===== config.mk =====
export PLATFORM = sky130hd
export DESIGN_NAME = tpumac_seq
export DESIGN_NICKNAME = d
export VERILOG_FILES = /design/src/rtl/tpumac_seq.sv
export SDC_FILE = /design/constraint.sdc
export NUM_CORES = 1
export LEC_CHECK = 0
export ABC_AREA = 1
export CAP_MARGIN = 30
export CORE_ASPECT_RATIO = 0.9
export CORE_UTILIZATION = 47
export DETAILED_ROUTE_END_ITERATION = 10
export HOLD_SLACK_MARGIN = 0.02
export PLACE_DENSITY = 0.79
export SYNTH_ARGS = -nofsm -noshare
export SYNTH_HDL_FRONTEND = slang
export SYNTH_SLANG_ARGS = --single-unit

===== constraint.sdc =====
create_clock -name clk -period 1.84 [get_ports clk]
set_clock_uncertainty 0.1 [all_clocks]
set_input_delay 0.276 -clock clk [delete_from_list [all_inputs] [get_ports clk]]
set_output_delay 0.276 -clock clk [all_outputs]
set_load 0.03 [all_outputs]

===== src/rtl/tpumac_seq.sv =====
// Sequencer for a DIM x DIM tpumac systolic array.
// Runs an optional accumulator preload (CLEAR), then a skewed compute sweep, then a one-cycle DONE.
module tpumac_seq #(
  parameter int DIM   = 8,
  parameter int CNT_W = 5,
  parameter int ROW_W = 3
) (
  input  logic             clk,
  input  logic             rst_n,
  input  logic             start,
  input  logic             clr_c,
  input  logic             stall,
  input  logic             abort,
  output logic             en,
  output logic             WrEn,
  output logic [ROW_W-1:0] c_row,
  output logic [CNT_W-1:0] k_idx,
  output logic [DIM-1:0]   feed_en,
  output logic             busy,
  output logic             done
);

  typedef enum logic [1:0] {
    IDLE    = 2'd0,
    CLEAR   = 2'd1,
    COMPUTE = 2'd2,
    DONE    = 2'd3
  } state_t;

  localparam logic [ROW_W-1:0] ROW_LAST = ROW_W'(DIM - 1);
  localparam logic [CNT_W-1:0] K_LAST   = CNT_W'(3 * DIM - 3);

  state_t           state_q, state_d;
  logic [ROW_W-1:0] c_row_q, c_row_d;
  logic [CNT_W-1:0] k_idx_q, k_idx_d;
  logic [CNT_W:0]   k_ext_s;

  // State and counter registers.
  always_ff @(posedge clk or negedge rst_n) begin
    if (!rst_n) begin
      state_q <= IDLE;
      c_row_q <= '0;
      k_idx_q <= '0;
    end else begin
      state_q <= state_d;
      c_row_q <= c_row_d;
      k_idx_q <= k_idx_d;
    end
  end

  // Next-state and counter logic; abort outranks stall and terminal counts.
  always_comb begin
    state_d = state_q;
    c_row_d = c_row_q;
    k_idx_d = k_idx_q;
    case (state_q)
      IDLE: begin
        if (start && !abort) begin
          c_row_d = '0;
          k_idx_d = '0;
          state_d = clr_c ? CLEAR : COMPUTE;
        end else begin
          state_d = IDLE;
        end
      end
      CLEAR: begin
        if (abort) begin
          state_d = IDLE;
          c_row_d = '0;
          k_idx_d = '0;
        end else if (stall) begin
          state_d = CLEAR;
        end else if (c_row_q == ROW_LAST) begin
          state_d = COMPUTE;
          c_row_d = '0;
          k_idx_d = '0;
        end else begin
          c_row_d = c_row_q + ROW_W'(1'b1);
        end
      end
      COMPUTE: begin
        if (abort) begin
          state_d = IDLE;
          c_row_d = '0;
          k_idx_d = '0;
        end else if (stall) begin
          state_d = COMPUTE;
        end else if (k_idx_q == K_LAST) begin
          state_d = DONE;
          k_idx_d = '0;
        end else begin
          k_idx_d = k_idx_q + CNT_W'(1'b1);
        end
      end
      DONE: begin
        state_d = IDLE;
      end
      default: begin
        state_d = IDLE;
        c_row_d = '0;
        k_idx_d = '0;
      end
    endcase
  end

  // Array strobes follow stall combinationally; feeder r is live while operand (k_idx - r) is in 0..DIM-1.
  always_comb begin
    en      = (state_q == COMPUTE) && !stall;
    WrEn    = (state_q == CLEAR) && !stall;
    k_ext_s = {1'b0, k_idx_q};
    feed_en = '0;
    if (en) begin
      for (int r = 0; r < DIM; r++) begin
        feed_en[r] = (k_ext_s >= (CNT_W+1)'(r)) && (k_ext_s < (CNT_W+1)'(r + DIM));
      end
    end else begin
      feed_en = '0;
    end
  end

  assign busy  = (state_q != IDLE);
  assign done  = (state_q == DONE);
  assign c_row = c_row_q;
  assign k_idx = k_idx_q;

endmodule


; ---- After elaboration in Yosys (flattened, before gate mapping)
; Cells that the tools add are included.
; Widths: inputs -> output; s select.
[word_totals]
ff_bits = 10
latchBits = 0
mem_bits_rw = 0
rom_bits = 0
inputBits = 6
output_inout_bits = 20
word_cells = 74
mem_count = 0
[op_classes]
add_sub_neg = 2
mul = 0
n_div = 0
magnitude_cmp = 15
eq_ne = 12
shifts = 0
n_mux = 24
bitwise = 0
reduce_logical = 18
[op_table]
columns = op, n
row1 = $lt 5x4->1 const B, 8
row2 = $mux 5, 7
row3 = $ge 5x3->1 const B, 4
row4 = $mux 2, 8
row5 = $mux 3, 5
row6 = $pmux 5 s3, 1
row7 = $ge 5x2->1 const B, 2
row8 = $logic_and 1x1->1, 10
row9 = $ne 3x3->1 const B, 3
row10 = $pmux 3 s3, 1
row11 = $mux 8, 1
row12 = $ne 4x4->1 const B, 2
row13 = $pmux 2 s4, 1
row14 = $add 5x1->5 const B, 1
row15 = $eq 5x5->1 const B, 1
row16 = $ge 5x1->1 const B, 1
row17 = $reduce_and 5->1, 1
row18 = $eq 2x2->1 const B, 2
row19 = $ne 2x2->1 const B, 2
row20 = $reduce_and 4->1, 1
row21 = $add 3x1->3 const B, 1
row22 = $eq 3x3->1 const B, 1
row23 = $reduce_bool 3->1, 1
row24 = $eq 2x1->1 const B, 1
row25 = other kinds (4), 5

; ---- Depth between registers and ports, before layout
[depth]
depth_word = 5
ltp_mapped = 10
depth_no_buf = 10

; ---- Least setup slack after synthesis
; OpenSTA, ideal clock, no wires.
[synth_timing]
path_kind = register to output
from = register state_q[0]
to = output port feed_en[1]
t_arrival_ps = 1778
t_required_ps = 1464
setup_slack_ps = -314
path_stages_with_launch = 7
path_buffers = 0
path_cell_list = dfrtp_1 inv_1 ha_1 nand2_1 nor2_2 inv_1 a211oi_1
[synth_between]
elab_chain_cells = 3
[synth_lines]
columns = element, line_no
row1 = start: declaration, 33  ; state_t state_q, state_d;
row2 = start signal: assignment, 45  ; state_q <= state_d;
row3 = $eq 2x2->1, 108  ; en = (state_q == COMPUTE) && !stall;
row4 = $logic_and 1x1->1, 108
row5 = $mux 8, 112  ; if (en) begin
row6 = end: declaration, 18  ; output logic [DIM-1:0] feed_en,
; Every way passes these cells.

; ---- Worst setup path in the final report
[layout_timing]
from = register k_idx_q[1], in the netlist k_idx[1]
to = output port feed_en[5]
[layout_between]
elab_chain_cells = 3
elab_cells_between_ends = 4
classes_between = order compare: 2 / mux: 1 / reduce/logical: 1
[layout_lines]
columns = element, line_no
row1 = start: declaration, 35  ; logic [CNT_W-1:0] k_idx_q, k_idx_d;
row2 = start signal: assignment, 47  ; k_idx_q <= k_idx_d;
row3 = $ge 5x3->1 or $lt 5x4->1 (tied branches), 114  ; feed_en[r] = (k_ext_s >= (CNT_W+1)'(r)) && (k_ext_s < (CNT_W+1)'(r + DIM));
row4 = $logic_and 1x1->1 (*), 114
row5 = $mux 8 (*), 112
; Mark *: on every way between the ends. The rest lies on a longest branch, timed or not.

==> results_dict.tcl <==
set metrics [dict create \
    status "finished, violations left" \
    violations "setup timing" \
    cts_buffer_depth 2 \
    drive_gt1_share_pct 39.6 \
    whs_ps 233 \
    die_area_um2 2130 \
    place_congestion 0.949 \
    die_y_um 43.9 \
    core_um2 1750 \
    port_buffers 25 \
    setup_viol 6 \
    rsz0062_at_grt "true" \
    start_util_pct 52.3 \
    p_clk_share_pct 31.6 \
    hold_viol 0 \
    chipWidth_um 48.5 \
    ff2ff_path_depth 11 \
    critPathKind "reg2out" \
    synthCells 128 \
    syn_nets 142 \
    cp_slowest_stage_delay_ps 450 \
    drt_iter0_drc 14 \
    dp_hpwl_um 1820 \
    fmax_ghz 0.528 \
    clk_pin_slew_worst_paths_ps 70 \
    leakage_nw 0.733 \
    maxCapViolations 0 \
    pwr-share-comb_pct 30.1 \
    crit_start "k_idx[1]$_DFFE_PN0P_" \
    worstHoldPathType "in2async" \
    netlist_area_um2 916 \
    ys_warn_count 0 \
    num_vias 1011 \
    fillers 127 \
    avgRoutedWirePerCell_um 12.2 \
    internal_power_uw 421 \
    syn_avg_cell_area_um2 7.16 \
    vdd_drop_max_v 0.000308 \
    fin_util_pct 79.8 \
    tightest_slew_ps 461 \
    relSlewSlack_pct 69.2 \
    required_ps 1460 \
    endpoint_kind "primary output" \
    tns_ps -177 \
    p_sw_share_pct 31.3 \
    first_pass_iters 4 \
    clkLatencyLatePin_ps 260 \
    drc 0 \
    p_switching_uw 192 \
    crit_arrival_ps 1520 \
    io_pins 26 \
    cts_tree "done" \
    crit_slowest_cell "dfrtp_2" \
    ys_ff_latch 10 \
    antenna_found_initial 0 \
    synthDistinctLibCells 27 \
    grt_overflow 0 \
    postRouteAntennaNets 0 \
    pwr-share-seq_pct 38.3 \
    setup.worst_path.start_class "register" \
    grt_pass1_wl_um 4090 \
    viasPerCell 5.24 \
    placementRows 14 \
    antenna_cells 0 \
    routed_wl_um 2350 \
    numCtsBuffers 3 \
    grt_max_degree 11 \
    grt_pass1_vias 982 \
    worstPathMaxFanout 5 \
    grt_usage_pct 24.7 \
    rr_startpoint "state_q[0]$_DFFE_PN0P_" \
    cts_num_sinks 10 \
    maxSlewViolCount 0 \
    powerDensity_nw_per_um2 439 \
    cts_max_level 1 \
    period_share_pct 103 \
    nets 184 \
    worstPathCellList "inv_2 -> ha_1 -> nand2_1 -> nand4_1 -> nor3b_2 -> buf_4" \
    finalCriticalPeriod_ps 1900 \
    worst_slack_ps -55.6 \
    syn_to_final_growth_pct 52.6 \
    synth-seq-area-share_pct 27.3 \
    cts_root_buffer "clkbuf_4" \
]
[critical path: cells and delay by family, from the launching register on]
family / cells / cell delay (ps)
adder cells (fa/ha/maj): 1 / 190
buffers and inverters: 2 / 280
flip-flops: 1 / 450
AND/OR/NAND/NOR: 3 / 340
[cells in the final DEF, fill, tap and decap left out, types with 4 or more instances in the layout]
cell             instances
nand2_1                 24
dfrtp_1                  8
buf_6                    4
nand3_1                 12
inv_1                   11
o21ai_0                  6
clkdlybuf4s50_1         10
inv_2                    9
ha_1                     5
nor2_1                   8
nand2_2                  4
o21ai_1                  4
nor2_4                   4
nand4_1                  4
buf_4                   21
[flip-flops by register name, indices dropped and copies added, names as in the netlist]
signal,flops
k_idx,5
c_row,3
state_q,2
[power groups by stage]
stage / combinational [mW] / sequential, mW / clock (mW)
after floorplan: 0.0906 / 0.246 / 0
after global placement: 0.156 / 0.239 / 0
after detailed placement: 0.158 / 0.240 / 0
after CTS: 0.176 / 0.235 / 0.203
after global routing: 0.203 / 0.236 / 0.217
final: 0.185 / 0.235 / 0.194
[path summary, 6_finish.rpt]
path | endpoint | slack (ps)
min reg2reg | c_row[1]$_DFFE_PN0P_ | 440
max reg2reg | k_idx[2]$_DFFE_PN0P_ | 170
max in group asynchronous | k_idx[0]$_DFFE_PN0P_ | 1070
max | feed_en[5] | -60
min | k_idx[3]$_DFFE_PN0P_ | 230
min in group clk | c_row[1]$_DFFE_PN0P_ | 440
[cells in the mapped netlist (all sizes together)]
| library cell | instances | area, µm² |
|---|---|---|
| nand3b | 1 | 7.51 |
| nand4 | 4 | 25.0 |
| o21ai | 14 | 85.1 |
| xor2 | 1 | 8.76 |
| nand3 | 13 | 70.1 |
| ha | 8 | 100 |
| a21oi | 4 | 20.0 |
| inv | 20 | 75.1 |
| o31ai | 1 | 7.51 |
| nor2 | 15 | 87.6 |
| buf | 2 | 10.0 |
| nor3 | 1 | 5.00 |
| nand2 | 30 | 130 |
| nor3b | 1 | 7.51 |
| a211oi | 2 | 15.0 |
| o2111a | 1 | 11.3 |
| dfrtp | 10 | 250 |
[cells by family (layout without fill, tap and decap cells)]
kind of cell | count (synthesis) | after routing | share of synthesized area [%]
buffers and inverters | 22 | 63 | 9.29
adder cells (fa/ha/maj) | 8 | 8 | 10.9
AND/OR/NAND/NOR | 65 | 65 | 36.3
XOR/XNOR | 1 | 1 | 0.956
AO/OA/AOI/OAI | 22 | 22 | 15.2
flip-flops | 10 | 10 | 27.3
[repair_timing]
| item | 4_1_cts | 5_1_grt |
|---|---|---|
| gates resized for setup | 19 | 12 |
| gates cloned | 0 | 0 |
| setup buffers | 5 | 2 |
| hold buffers | 0 | 0 |
| setup endpoints to repair | 11 | 10 |
| pin swaps | 5 | 2 |
[metal layers]
metal  vias up  track usage, %  part of all wire, %
met5         -               0                    0
met4         0            7.06                  1.6
met3         6            4.21                  4.8
met2        30            46.2                   49
met1       468            29.6                   45
li1        507               -                    -
[area by class of cell]
| cell class | instances | area [µm²] | area share (%) |
|---|---|---|---|
| repair buffers | 39 | 342 | 24.4 |
| multi-input cells | 96 | 662 | 47.4 |
| well taps | 24 | 30.0 | 2.15 |
| inverters | 20 | 75.1 | 5.37 |
| clock buffers | 4 | 36.3 | 2.60 |
| flip-flops and latches | 10 | 253 | 18.1 |
[metrics by stage]
stage                     cells  total power [mW]  area, µm²  setup slack, ps
final                       193             0.614       1400            -55.6
after global routing        193             0.655       1400             -150
after CTS                   191             0.614       1340            -87.6
after detailed placement    182             0.398       1230            -48.0
after global placement      182             0.395       1230            -21.7
after floorplan             128             0.337        931            -95.1
Note: power is estimated with default switching activity, not from simulation.
